==> src/rtl/npu_pkg.sv <==
// Shared NPU constants: Booth column widths, beat-sum width and accumulator defaults.
package npu_pkg;
  localparam int NUM_COLS  = 16;
  localparam int SUM_W     = 20;
  localparam int NPU_ACC_W = 32;
  localparam logic [SUM_W-1:0] NPU_CORR = '0;

  // Bits per column, index k carries weight 2^k (O0..O15)
  localparam int PP_COL_W [NUM_COLS] = '{18, 9, 27, 18, 36, 27, 45, 36,
                                         36, 36, 36, 36, 18, 18, 9, 9};

  function automatic int pp_col_off(input int k);
    int off = 0;
    for (int i = 0; i < k; i++) off += PP_COL_W[i];
    return off;
  endfunction

  localparam int PP_COLS_W = pp_col_off(NUM_COLS);
endpackage

==> src/rtl/pp_column_csa.sv <==
// Reduces the 16 Booth column bundles to a SUM_W-bit sum/carry pair (mod 2^SUM_W).
module pp_column_csa
  import npu_pkg::*;
(
  input  logic [PP_COLS_W-1:0] i_cols,
  output logic [SUM_W-1:0]     o_sum,
  output logic [SUM_W-1:0]     o_carry
);
  logic [NUM_COLS-1:0][SUM_W-1:0] w_pp;

  for (genvar k = 0; k < NUM_COLS; k++) begin : g_col
    localparam int W   = PP_COL_W[k];
    localparam int OFF = pp_col_off(k);
    logic [W-1:0] w_bits;
    logic [5:0]   w_cnt;

    assign w_bits = i_cols[OFF +: W];
    always_comb begin
      w_cnt = '0;
      for (int i = 0; i < W; i++) w_cnt = w_cnt + 6'(w_bits[i]);
    end
    assign w_pp[k] = SUM_W'(w_cnt) << k;
  end

  // 3:2 compressors fold the 16 weighted column counts into one redundant pair
  always_comb begin
    logic [SUM_W-1:0] s, c, t;
    s = w_pp[0];
    c = w_pp[1];
    t = '0;
    for (int k = 2; k < NUM_COLS; k++) begin
      t = s ^ c ^ w_pp[k];
      c = ((s & c) | (s & w_pp[k]) | (c & w_pp[k])) << 1;
      s = t;
    end
    o_sum   = s;
    o_carry = c;
  end
endmodule

==> src/rtl/pp_column_accumulator.sv <==
// Three-stage column compressor + windowed accumulator with valid/ready result port.
module pp_column_accumulator
  import npu_pkg::*;
#(
  parameter int               ACC_W = NPU_ACC_W,
  parameter int               CNT_W = 10,
  parameter logic [SUM_W-1:0] CORR  = NPU_CORR,
  parameter bit               SAT   = 1'b1
) (
  input  logic             clk,
  input  logic             reset,
  input  logic             in_valid,
  output logic             in_ready,
  input  logic             in_first,
  input  logic             in_last,
  input  logic [8:0]       O15,
  input  logic [8:0]       O14,
  input  logic [17:0]      O13,
  input  logic [17:0]      O12,
  input  logic [35:0]      O11,
  input  logic [35:0]      O10,
  input  logic [35:0]      O9,
  input  logic [35:0]      O8,
  input  logic [35:0]      O7,
  input  logic [44:0]      O6,
  input  logic [26:0]      O5,
  input  logic [35:0]      O4,
  input  logic [17:0]      O3,
  input  logic [26:0]      O2,
  input  logic [8:0]       O1,
  input  logic [17:0]      O0,
  output logic             out_valid,
  input  logic             out_ready,
  output logic [ACC_W-1:0] out_data,
  output logic [CNT_W-1:0] out_count,
  output logic             out_sat
);
  logic [PP_COLS_W-1:0] w_cols;
  logic [SUM_W-1:0]     w_csa_sum, w_csa_carry;
  logic                 w_adv;

  logic [1:0]           r_vld, r_first, r_last;   // [0]=S1, [1]=S2
  logic [SUM_W-1:0]     r_s1_sum, r_s1_carry, r_s2_beat;
  logic [ACC_W-1:0]     r_acc;
  logic [CNT_W-1:0]     r_cnt;
  logic                 r_sticky;

  logic [ACC_W-1:0]     w_beat_ext, w_base, w_acc_nxt;
  logic [ACC_W:0]       w_sum_x;
  logic                 w_ovf, w_sat_nxt;
  logic [CNT_W-1:0]     w_cnt_nxt;

  assign w_cols = {O15, O14, O13, O12, O11, O10, O9, O8,
                   O7, O6, O5, O4, O3, O2, O1, O0};

  pp_column_csa u_csa (
    .i_cols  (w_cols),
    .o_sum   (w_csa_sum),
    .o_carry (w_csa_carry)
  );

  assign w_adv    = !out_valid | out_ready;
  assign in_ready = w_adv & !reset;

  // S3: a first beat restarts from zero, anything else extends the running window
  assign w_beat_ext = ACC_W'(signed'(r_s2_beat));
  assign w_base     = r_first[1] ? '0 : r_acc;
  assign w_sum_x    = {w_base[ACC_W-1], w_base} + {w_beat_ext[ACC_W-1], w_beat_ext};
  assign w_ovf      = SAT && (w_sum_x[ACC_W] != w_sum_x[ACC_W-1]);
  assign w_acc_nxt  = !w_ovf         ? w_sum_x[ACC_W-1:0] :
                      w_sum_x[ACC_W] ? {1'b1, {(ACC_W-1){1'b0}}} :
                                       {1'b0, {(ACC_W-1){1'b1}}};
  assign w_cnt_nxt  = r_first[1] ? CNT_W'(1) : (&r_cnt ? r_cnt : r_cnt + CNT_W'(1));
  assign w_sat_nxt  = (!r_first[1] & r_sticky) | w_ovf;

  always_ff @(posedge clk) begin
    if (reset) begin
      r_vld      <= '0;
      r_first    <= '0;
      r_last     <= '0;
      r_s1_sum   <= '0;
      r_s1_carry <= '0;
      r_s2_beat  <= '0;
      r_acc      <= '0;
      r_cnt      <= '0;
      r_sticky   <= 1'b0;
      out_valid  <= 1'b0;
      out_data   <= '0;
      out_count  <= '0;
      out_sat    <= 1'b0;
    end else if (w_adv) begin
      r_vld      <= {r_vld[0], in_valid};
      r_first    <= {r_first[0], in_first & in_valid};
      r_last     <= {r_last[0], in_last & in_valid};
      r_s1_sum   <= w_csa_sum;
      r_s1_carry <= w_csa_carry;
      r_s2_beat  <= r_s1_sum + r_s1_carry + CORR;
      if (r_vld[1]) begin
        r_acc    <= w_acc_nxt;
        r_cnt    <= w_cnt_nxt;
        r_sticky <= r_last[1] ? 1'b0 : w_sat_nxt;
      end
      out_valid <= r_vld[1] & r_last[1];
      if (r_vld[1] & r_last[1]) begin
        out_data  <= w_acc_nxt;
        out_count <= w_cnt_nxt;
        out_sat   <= w_sat_nxt;
      end
    end
  end
endmodule

==> config.mk <==
export PLATFORM = sky130hd
export DESIGN_NAME = pp_column_accumulator
export DESIGN_NICKNAME = d
export VERILOG_FILES = /design/src/rtl/npu_pkg.sv /design/src/rtl/pp_column_csa.sv /design/src/rtl/pp_column_accumulator.sv
export SDC_FILE = /design/constraint.sdc
export NUM_CORES = 1
export LEC_CHECK = 0
export BUFFER_PORTS_ARGS = -buffer_cell sky130_fd_sc_hd__buf_4
export CORE_AREA = 2 2 261 263
export DETAILED_ROUTE_END_ITERATION = 10
export DIE_AREA = 0 0 263 265
export MAX_ROUTING_LAYER = met4
export SYNTH_ARGS = -nofsm -noshare
export SYNTH_HDL_FRONTEND = slang
export SYNTH_SLANG_ARGS = --single-unit
==> constraint.sdc <==
create_clock -name clk -period 13.4 [get_ports clk]
set_clock_uncertainty 0.15 [all_clocks]
set_input_delay 1.34 -clock clk [delete_from_list [all_inputs] [get_ports clk]]
set_output_delay 1.34 -clock clk [all_outputs]
set_load 0.02 [all_outputs]
* Word-level counts from Yosys, hierarchy flattened
Cells that the tools add are included.
** Storage, ports and cells
- Word-level logic and storage cells :: 532
- Register bits :: 152
** Operators by class
- Reductions and logical operators :: 6
- Muxes and demuxes :: 6
- Bitwise logic cells :: 105
- $add $sub $neg :: 401
- Equal/unequal tests :: 1
** Operators by type and width (count)
- $add A6 B1 Y6 :: 375
- $or A19 B19 Y19 :: 27
- $and A19 B19 Y19 :: 19
- $xor A20 B20 Y20 :: 15
- $mux W32 :: 3
- $and A19 B10 Y19 :: 2
- $and A19 B11 Y19 :: 2
- $and A19 B12 Y19 :: 2
- $and A19 B13 Y19 :: 2
- $and A19 B14 Y19 :: 2
- $and A19 B15 Y19 :: 2
- $and A19 B16 Y19 :: 2
- $and A19 B17 Y19 :: 2
- $and A19 B18 Y19 :: 2
- $and A19 B9 Y19 :: 2
- $add A5 B1 Y5 :: 7
- $add A32 B20 Y33 :: 1
- $add A1 B1 Y2 :: 16
- $add A20 B20 Y20 :: 1
- $mux W10 :: 2
- $xor A20 B10 Y20 :: 1
- $xor A20 B11 Y20 :: 1
- $xor A20 B12 Y20 :: 1
- $xor A20 B13 Y20 :: 1
- 21 further kinds :: 29

* Depth between registers and ports, before layout
- Depth in word-level cells :: 74
- Gate-level depth with buffers :: 37
- Mapped depth without buffers :: 37

* Hierarchy
From an unflattened synthesis, not the netlist that was laid out.
** Unflattened totals
- Cells, all modules :: 2274
- Area total of the unflattened synthesis :: 20546.0 µm²
** Modules (own cells, without submodules)
- pp_column_csa :: times used 1, cells each 1201, area each 12081.6 µm², seq. area each 0.0 µm²
- pp_column_accumulator :: times used 1, cells each 1073, area each 8464.4 µm², seq. area each 3062.9 µm²

* Worst setup path before layout
OpenSTA, ideal clock, no wires.
- Path kind :: input-to-reg
- From :: input port O2[0]
- To :: register r_s1_sum[15]
- Stages on the path :: 29
- Required time :: 13.180 ns
- Slack :: 1.565 ns
- Library setup time :: 0.070 ns
- Arrival :: 11.615 ns
- Cells stage by stage :: ha_1 -> inv_1 -> fa_1 -> fa_1 -> fa_1 -> fa_1 -> fa_1 -> fa_1 -> inv_1 -> ha_1 -> fa_1 -> xnor2_1 -> fa_1 -> fa_1 -> fa_1 -> fa_1 -> fa_1 -> fa_1 -> fa_1 -> fa_1 -> fa_1 -> fa_1 -> fa_1 -> fa_1 -> fa_1 -> inv_1 -> fa_1 -> nand2_1 -> a21oi_1
** On the way
- Cells in the longest elaborated chain, start to end :: 67
- Elaborated cells on any way between the ends :: 117
- Classes of those cells :: add/sub (26); bitwise (91)
** RTL lines
- start: declaration :: RTL line pp_column_accumulator.sv:29 : input logic [26:0] O2,
- $add A1 B1 Y2 (*) :: RTL line pp_column_csa.sv:20 : for (int i = 0; i < W; i++) w_cnt = w_cnt + 6'(w_bits[i]);
- $add A6 B1 Y6 (*) (25 in a row) :: RTL line pp_column_csa.sv:20
- $and A6 B8 Y8 :: RTL line pp_column_csa.sv:33 : c = ((s & c) | (s & w_pp[k]) | (c & w_pp[k])) << 1;
- $or A19 B19 Y19 :: RTL line pp_column_csa.sv:33
- $or A19 B8 Y19 :: RTL line pp_column_csa.sv:33
- $and A19 B19 Y19 :: RTL line pp_column_csa.sv:33
- $or A19 B19 Y19 (2 in a row) :: RTL line pp_column_csa.sv:33
- $and A19 B19 Y19 :: RTL line pp_column_csa.sv:33
- [... 23 more ...]
- $and A19 B19 Y19 :: RTL line pp_column_csa.sv:33
- $or A19 B19 Y19 (2 in a row) :: RTL line pp_column_csa.sv:33
- $and A19 B19 Y19 :: RTL line pp_column_csa.sv:33
- $or A19 B19 Y19 (2 in a row) :: RTL line pp_column_csa.sv:33
- $and A19 B19 Y19 :: RTL line pp_column_csa.sv:33
- $or A19 B19 Y19 (2 in a row) :: RTL line pp_column_csa.sv:33
- $xor A20 B20 Y20 (*) (2 in a row) :: RTL line pp_column_csa.sv:32 : t = s ^ c ^ w_pp[k];
- named net u_csa.o_sum[15] :: RTL line pp_column_csa.sv:6 : output logic [SUM_W-1:0] o_sum,
- end signal: assignment :: RTL line pp_column_accumulator.sv:95 : r_s1_sum <= w_csa_sum;
- end: declaration :: RTL line pp_column_accumulator.sv:43 : logic [SUM_W-1:0] r_s1_sum, r_s1_carry, r_s2_beat;
Mark *: on every way through the listed nets, which the timed path passes. The rest lies on a longest branch.
A chain may end at the register's enable or synchronous reset.

* Worst setup path after layout
Ends and elaborated chain as after synthesis.

==> results.toml <==
[placed_design]
portBuffers = 464
dpl.hpwl_um = 46800
placed_cells = 3418
placed_area_mm2 = 0.0241
preCtsSetupSlack_ns = 1.04
gp_routability_congestion = 0.886

[floorplan]
die_area_mm2 = 0.0697
io_pins = 465
num_rows = 95
core_mm2 = 0.0668
initial_utilization = 0.297
die_x_um = 263
die_h_um = 265

[global_route]
grt_overflow_total = 0
grt_pass1_wl_um = 84200
grt_pass1_vias = 16200
antenna_found_initial = 6
grt_use_total = 0.158
grt_start_max_net_pins = 72

[setup_path]
crit_path_top_delay_cell = "fa_1"
reg2reg_depth = 11
crit_type = "input pin to register"
crit_path_frequent_cell = "fa_1"
crit_buf_inv = 4
startpoint_type = "input pin"
cp.required_ns = 13.60
cp-end-kind = "register"
r2r_slack_ns = 8.88
slowest_delay_ns = 0.55
cp_max_fo = 2
critical-path-top-delay-family = "adder cells"
path_depth = 30
critPathArrivalTime_ns = 12.02

[logic_synthesis]
yosys_warnings = 0
synth_cell_types = 64
synth-async-reset-ratio = 0
synth_most_common_cell = "inv_1"
ys_seq_area_frac = 0.138
netlist_instances = 2142
ys_ff_latch = 137
yosysTopAreaCell = "fa_1"
synth_flop_cell = "dfxtp_1"
synth_area_mm2 = 0.0199
synth_nets = 3103
synth_edf_count = 0
synth_area_leaders = "fa_1, dfxtp_1, inv_1, ha_1, a211oi_2"
synth_area_per_cell_um2 = 9.27
ys_top_cells_by_count = "inv_1, fa_1, ha_1, nand2_1, a21oi_1"
synth_top_area_frac = 0.372

[clocking]
cts_resized = 0
clkSlewWorstSetupHoldPaths_ns = 0.06
cts_setup_buffers = 0
tritoncts = "built"
cts_num_sinks = 137
cts_htree_levels = 4
hold_buffers = 0
cts_buffer_depth = 2
cts_buffers = 17
root_buffer = "clkbuf_16"
insertion_delay_ns = 0.43

[min_path]
min_path_type = "register to register"
hold_path_depth = 2

[final_layout]
layout-drive-gt1-share = 0.235
final_cell_area_mm2 = 0.0248
num-fill-cells = 6957
seq_area_mm2 = 0.00274
instances_no_fill = 3456
fin_nets = 3525
syn_to_final_growth_pct = 24.6
multiInputGateArea_mm2 = 0.0146

[sta]
fmax_mhz = 84.6
finalCritPeriodShare = 0.882
finalWorstSetupSlack_ns = 1.58
relSlewSlack = 0.314
setup_viol = 0
fin_crit_ns = 11.82
tns_ns = 0
slew_violations = 0
worst_pin_slew_ns = 1.03
rsz0062_at_grt = "no"
hold_viol = 0

[route]
antenna_left = 0
drt_iter0_drc = 517
viasPerCell = 4.38
via_count = 15100
wl_per_cell_um = 15.4
drt-pass1-iter-count = 5
routed_wl_um = 53100
drc = 0

[job]
max_cap_violations = 0

[outcome]
outcome = "complete, no violations"
==> logic make-up (layout without fill, tap and decap cells) <==
group,count (synthesis),count (layout),synth area share
other cells,0,6,0
compound gates,332,332,0.120
fa+ha+maj,541,541,0.480
buf+inv,652,1087,0.129
flops,137,137,0.138
mux,3,3,0.00157
simple gates,410,410,0.101
xor+xnor,67,67,0.0295
==> layout by cell type (no fill, tap or decap), types with 3 or more instances in the layout <==
cell       count
inv_1        583
buf_4        471
fa_1         369
ha_1         172
nand2_1      150
a21oi_1      140
dfxtp_1      137
nor2_1       111
a211oi_2      60
nor2b_1       41
xor2_1        37
o21ai_0       34
xnor2_1       30
a21o_1        25
nand3_2       21
nand3_1       18
clkbuf_16     17
nand4_1       16
a211oi_1      16
o21a_1        10
a31oi_1        9
nand2b_1       8
and3_1         8
nor3_1         8
o21bai_1       7
diode_2        6
and2_1         6
inv_6          4
o211ai_1       3
o21ai_1        3
o31ai_1        3
nor3b_1        3
or3_1          3
o41ai_1        3
clkinv_4       3
==> area by class of cell <==
class                           instances  area share
Antenna cell                            6    0.000606
Clock buffer                           19      0.0183
Clock inverter                         13     0.00642
Inverter                              583      0.0884
Multi-Input combinational cell       1353       0.588
Sequential cell                       137       0.111
Tap cell                              873      0.0441
Timing Repair Buffer                  472       0.143
==> routing by layer <==
metal	routed length, um	track usage	share of wire	up-vias
li1	-	-	-	7420
met1	22100	0.187	0.42	7364
met2	28100	0.286	0.53	315
met3	2390	0.0276	0.045	26
met4	480	0.0250	0.0090	0
met5	0	-	0	-
==> metrics by stage <==
| step | util | hold WS, ns |
|---|---|---|
| CTS | 0.370 | 0.308 |
| finish | 0.371 | 0.304 |
| detailed placement | 0.361 | 0.298 |
| global route | 0.371 | 0.323 |
| floorplan | - | 0.282 |
| global placement | 0.361 | 0.290 |
==> registers in the layout, summed over array words and instances, names as in the netlist <==
signal      cells
r_s1_sum       19
out_data       32
out_valid       1
r_first         2
out_sat         1
r_vld           2
out_count      10
r_s1_carry      5
r_cnt          10
r_s2_beat      20
r_sticky        1
r_acc          32
r_last          2
==> final timing paths <==
path	startpoint	end
max	O2[0]	r_s1_sum[15]
min	r_s1_sum[3]	r_s1_sum[3]
max reg2reg	r_first[1]	out_data[2]
min reg2reg	r_s1_sum[3]	r_s1_sum[3]
==> tightest hold or removal path: stages (launching register included) <==
cell and delay [ns]:
dfxtp_1 0.31, nand2_1 0.05, a21oi_1 0.05
Power is left out: the tool's default activity adds up to more than one toggle a clock period on the data nets, which glitch-free logic cannot reach.
